## src/rtl/mem_store_buffer.sv

```systemverilog
// Store buffer ahead of the data memory: queues stores, drains one per
// idle cycle, gives loads the port and forwards the youngest matching store.
module mem_store_buffer #(
    parameter int DEPTH = 4,
    parameter int AW    = 16,
    parameter int DW    = 16
) (
    input  logic                       clk,
    input  logic                       rst_n,
    input  logic                       st_valid,
    output logic                       st_ready,
    input  logic [AW-1:0]              st_addr,
    input  logic [DW-1:0]              st_data,
    input  logic                       ld_valid,
    input  logic [AW-1:0]              ld_addr,
    output logic [DW-1:0]              ld_data,
    output logic                       ld_fwd,
    output logic                       mem_write,
    output logic                       mem_read,
    output logic [AW-1:0]              mem_addr,
    output logic [DW-1:0]              mem_wdata,
    input  logic [DW-1:0]              mem_rdata,
    output logic                       sb_empty,
    output logic [$clog2(DEPTH):0]     sb_count
);

    localparam int PW = $clog2(DEPTH);
    localparam logic [PW:0] CNT_FULL = (PW+1)'(DEPTH);

    logic [AW-1:0] r_addr [DEPTH];
    logic [DW-1:0] r_data [DEPTH];
    logic [PW-1:0] r_head;
    logic [PW-1:0] r_tail;
    logic [PW:0]   r_count;

    logic          w_push;
    logic          w_pop;
    logic          w_hit;
    logic [DW-1:0] w_fwd_data;
    logic [PW-1:0] w_idx;

    assign st_ready = (r_count != CNT_FULL);
    assign sb_empty = (r_count == '0);
    assign sb_count = r_count;
    assign w_push   = st_valid && st_ready;
    assign w_pop    = (r_count != '0) && !ld_valid;

    // Walk oldest to youngest so the last hit is the youngest match.
    always_comb begin
        w_hit      = 1'b0;
        w_fwd_data = '0;
        w_idx      = r_head;
        for (int i = 0; i < DEPTH; i++) begin
            w_idx = r_head + PW'(i);
            if (((PW+1)'(i) < r_count) &&
                (r_addr[w_idx][8:1] == ld_addr[8:1])) begin
                w_hit      = 1'b1;
                w_fwd_data = r_data[w_idx];
            end
        end
    end

    always_comb begin
        mem_write = 1'b0;
        mem_read  = 1'b0;
        mem_addr  = '0;
        mem_wdata = '0;
        ld_data   = '0;
        ld_fwd    = 1'b0;
        if (ld_valid) begin
            mem_read = 1'b1;
            mem_addr = ld_addr;
            ld_fwd   = w_hit;
            ld_data  = w_hit ? w_fwd_data : mem_rdata;
        end else if (w_pop) begin
            mem_write = 1'b1;
            mem_addr  = r_addr[r_head];
            mem_wdata = r_data[r_head];
        end
    end

    always_ff @(posedge clk) begin
        if (w_push) begin
            r_addr[r_tail] <= st_addr;
            r_data[r_tail] <= st_data;
        end
    end

    always_ff @(posedge clk or negedge rst_n) begin
        if (!rst_n) begin
            r_head  <= '0;
            r_tail  <= '0;
            r_count <= '0;
        end else begin
            if (w_push) r_tail <= r_tail + 1'b1;
            if (w_pop)  r_head <= r_head + 1'b1;
            if (w_push && !w_pop)
                r_count <= r_count + 1'b1;
            else if (w_pop && !w_push)
                r_count <= r_count - 1'b1;
        end
    end

endmodule

```

## config.mk

```make
export PLATFORM = sky130hd
export DESIGN_NAME = mem_store_buffer
export DESIGN_NICKNAME = d
export VERILOG_FILES = /design/src/rtl/mem_store_buffer.sv
export SDC_FILE = /design/constraint.sdc
export NUM_CORES = 1
export LEC_CHECK = 0
export ABC_CLOCK_PERIOD_IN_PS = 6400
export CAP_MARGIN = 10
export CORE_MARGIN = 10
export CORE_UTILIZATION = 60
export CTS_BUF_LIST = sky130_fd_sc_hd__clkbuf_8
export DETAILED_ROUTE_END_ITERATION = 16
export PLACE_DENSITY = 0.95
export SYNTH_ARGS = -nofsm -noshare
export SYNTH_HDL_FRONTEND = slang
export SYNTH_SLANG_ARGS = --single-unit
```

## constraint.sdc

```tcl
create_clock -name clk -period 6.4 [get_ports clk]
set_clock_uncertainty 0.1 [all_clocks]
set_input_delay 1.28 -clock clk [delete_from_list [all_inputs] [get_ports clk]]
set_output_delay 1.28 -clock clk [all_outputs]
set_load 0.02 [all_outputs]
```

==> impl_metrics.yaml <==
run_status:
  status: "finished, final reports clean"
placed_design:
  portBuffers: 123
  gp_congestion: 0.868
  placed_area_um2: 9330
  dp_hpwl_um: 13800
pwr:
  p_per_area_nw_per_um2: 417
  peakVddDrop_v: 0.000311
  leakage_uw: 0.00342
synth:
  ys_ff_latch: 135
  synth-async-reset-ratio: 0.0519
  ys_seq_area_frac: 0.496
  syn_area_um2: 8100
  synth_nets: 734
  synth_flop_cell: "edfxtp_1"
  synth_edf_count: 128
  synth_cells: 657
  synth-warning-count: 0
  avgSynthCellArea_um2: 12.3
  yosysUniqueCellTypes: 45
clock_tree:
  numCtsBuffers: 17
  clk_pin_slew_ps: 80
  cts_tree: "done"
  clock_latency_ps: 460
  postCtsResizedCells: 0
  htreeDepth: 4
  cts_setup_buffers: 0
  cts.sinks: 135
  cts_root_buf: "clkbuf_8"
  cts_hold_buffers: 0
  clk_path_buf_depth: 2
timing:
  holdWs_ps: 541
  clock.fmax_ghz: 0.169
  max_slew.worst_pin.slew_ps: 978
  fin_setup_tns_ps: 0
  period_share: 0.922
  slew_viol_final: 0
  finalHoldViolations: 0
  grt_setup_unrepaired: "no"
  setup_viol: 0
  final.min_clock_period_ps: 5900
  relSlewSlack: 0.348
critical_path:
  cp-endpoint: "ld_data[10]"
  cp.depth: 10
  crit_fanout: 36
  crit_chain: "buf_4, mux2i_1, xnor2_1, nor3_1, o211a_1, nand4bb_2, buf_4, o21ai_1, a31oi_1, clkdlybuf4s50_1"
  reg2reg_from: "sb_count[0]"
  reg2regPathDepth: 7
  slowest_delay_ps: 790
  crit_top_cell: "buf_4"
  ff2ff_setup_slack_ps: 3610
  cp-end-kind: "primary output"
  path_class: "register to primary output"
  cp_num_buf_inv: 3
  cp_slowest_cell: "dfrtp_4"
  crit_path_start: "r_head[1]"
  timing.critical_path.required_ps: 5020
  arrival_ps: 4520
  crit_family: "buffers and inverters"
  start_kind: "register"
  reg2reg_to: "r_head[1]"
floorplan:
  design.core.area_um2: 13200
  initial_core_util: 0.611
  die_y_um: 136
  io_pins: 124
  die_w_um: 136
  die_area_um2: 18500
  rows: 42
grt:
  grt.overflow.total: 0
  grt_max_degree: 69
  grt_antenna_before_repair: 0
  grt_usage: 0.223
  grt_pass1_vias: 6120
  grt_pass1_wl_um: 32100
min_path:
  hold_path_class: "register to register"
  whs_path_depth: 2
layout:
  fin_area_um2: 9700
  num-nets-final: 828
  drive_above_1_share: 0.162
  area_growth_pct: 19.8
route:
  wire_per_inst_um: 22.1
  vias: 6112
  ant_nets: 0
  wl_um: 20800
  drt_iter0_markers: 663
  via_per_inst: 6.50
  drt_pass1_iterations: 8
  drt_drc_violations_left: 0
job:
  drv_cap: 0
-- synth_stat cells (all sizes together), types with 5 or more instances --
| cell type | n | area, µm² |
|---|---|---|
| a21bo | 16 | 160 |
| a22o | 14 | 123 |
| a31oi | 16 | 100 |
| and3 | 20 | 125 |
| buf | 34 | 218 |
| clkbuf | 25 | 93.8 |
| dfrtp | 7 | 175 |
| edfxtp | 128 | 3840 |
| ha | 9 | 113 |
| inv | 5 | 18.8 |
| mux2 | 16 | 180 |
| mux2i | 56 | 561 |
| mux4 | 36 | 811 |
| nand2 | 105 | 394 |
| nor2 | 18 | 67.6 |
| nor3 | 24 | 130 |
| o211ai | 17 | 141 |
| o21ai | 34 | 170 |
| o311ai | 16 | 140 |
| xnor2 | 30 | 263 |
| xor2 | 10 | 87.6 |
-- registers in the layout (all words and copies together), names as in the netlist --
register,flops
r_addr,64
r_data,64
r_head,2
r_tail,2
sb_count,3
-- per-stage QoR --
| step | setup WS [ps] | cells | utilization | total power (µW) |
|---|---|---|---|---|
| after floorplan | 1990 | 657 | - | 2820 |
| after global placement | 664 | 908 | 0.705 | 3290 |
| after detailed placement | 562 | 908 | 0.705 | 3380 |
| after CTS | 531 | 940 | 0.733 | 4040 |
| after global routing | 248 | 940 | 0.733 | 4260 |
| final | 500 | 941 | 0.733 | 4050 |
-- cell families after synthesis --
group           synth area share
mux                        0.192
compound gates             0.109
fa+ha+maj                 0.0139
buf+inv                   0.0417
simple gates               0.104
flops                      0.496
xor+xnor                  0.0433
-- worst reg2reg max path, stage by stage, from the launching register on --
cell,delay (ps)
dfrtp_1,480
inv_1,120
ha_1,180
nor2b_1,180
or2_2,460
clkinv_1,750
nand2_1,280
xnor2_1,90
-- worst min-delay path by stage --
stage | from | to | slack [ps]
after global routing | sb_count[0] | sb_count[0] | 590
after detailed placement | sb_count[1] | sb_count[1] | 520
after global placement | sb_count[1] | sb_count[1] | 490
after CTS | sb_count[1] | sb_count[1] | 540
after floorplan | r_tail[1] | r_tail[1] | 480
final | sb_count[1] | sb_count[1] | 540
-- placed cells by master (no fill, tap or decap), types with 2 or more instances in the layout --
master,n
mux4_2,36
clkinv_1,2
inv_6,3
and3_2,4
nand4_1,2
buf_4,11
inv_8,5
edfxtp_1,128
clkdlybuf4s50_1,123
inv_1,5
a21bo_2,16
o21ai_1,13
nor3_2,2
clkbuf_8,17
nand3_1,2
o311ai_1,12
xor2_1,10
a31oi_1,16
o211ai_1,16
clkinv_4,2
nand2_1,105
ha_1,9
xnor2_1,30
dfrtp_1,5
clkinvlp_4,4
dfrtp_4,2
a22o_1,14
mux2i_1,56
and3_1,16
o21ai_0,21
nor3_1,22
mux2_2,16
o311ai_0,4
nor2_1,18
a32o_1,2
-- layer usage --
layer | GRT usage | routed length (µm) | part of all wire | up-vias
li1 | - | - | - | 2697
met1 | 0.253 | 7720 | 0.37 | 2979
met2 | 0.374 | 10500 | 0.51 | 352
met3 | 0.0502 | 1610 | 0.078 | 84
met4 | 0.138 | 929 | 0.045 | 0
met5 | 0 | 0 | 0 | -
-- report_power, final --
part           switching [µW]  internal, µW  leakage, µW  total (µW)
logic                    1090           909      0.00200        2000
clock network             380           282     0.000176         662
registers                 210          1180      0.00125        1390
total                    1680          2370      0.00342        4050
-- layout make-up --
| cell class | count | area [µm²] |
|---|---|---|
| diodes | 1 | 2.50 |
| repair buffers | 134 | 1310 |
| clock buffers | 17 | 234 |
| inverters | 7 | 26.3 |
| well taps | 176 | 220 |
| flip-flops and latches | 135 | 4030 |
| multi-input cells | 456 | 3750 |
| clock inverters | 15 | 134 |
| fillers | 859 | 3540 |
Note: power is estimated with default switching activity, not from simulation.
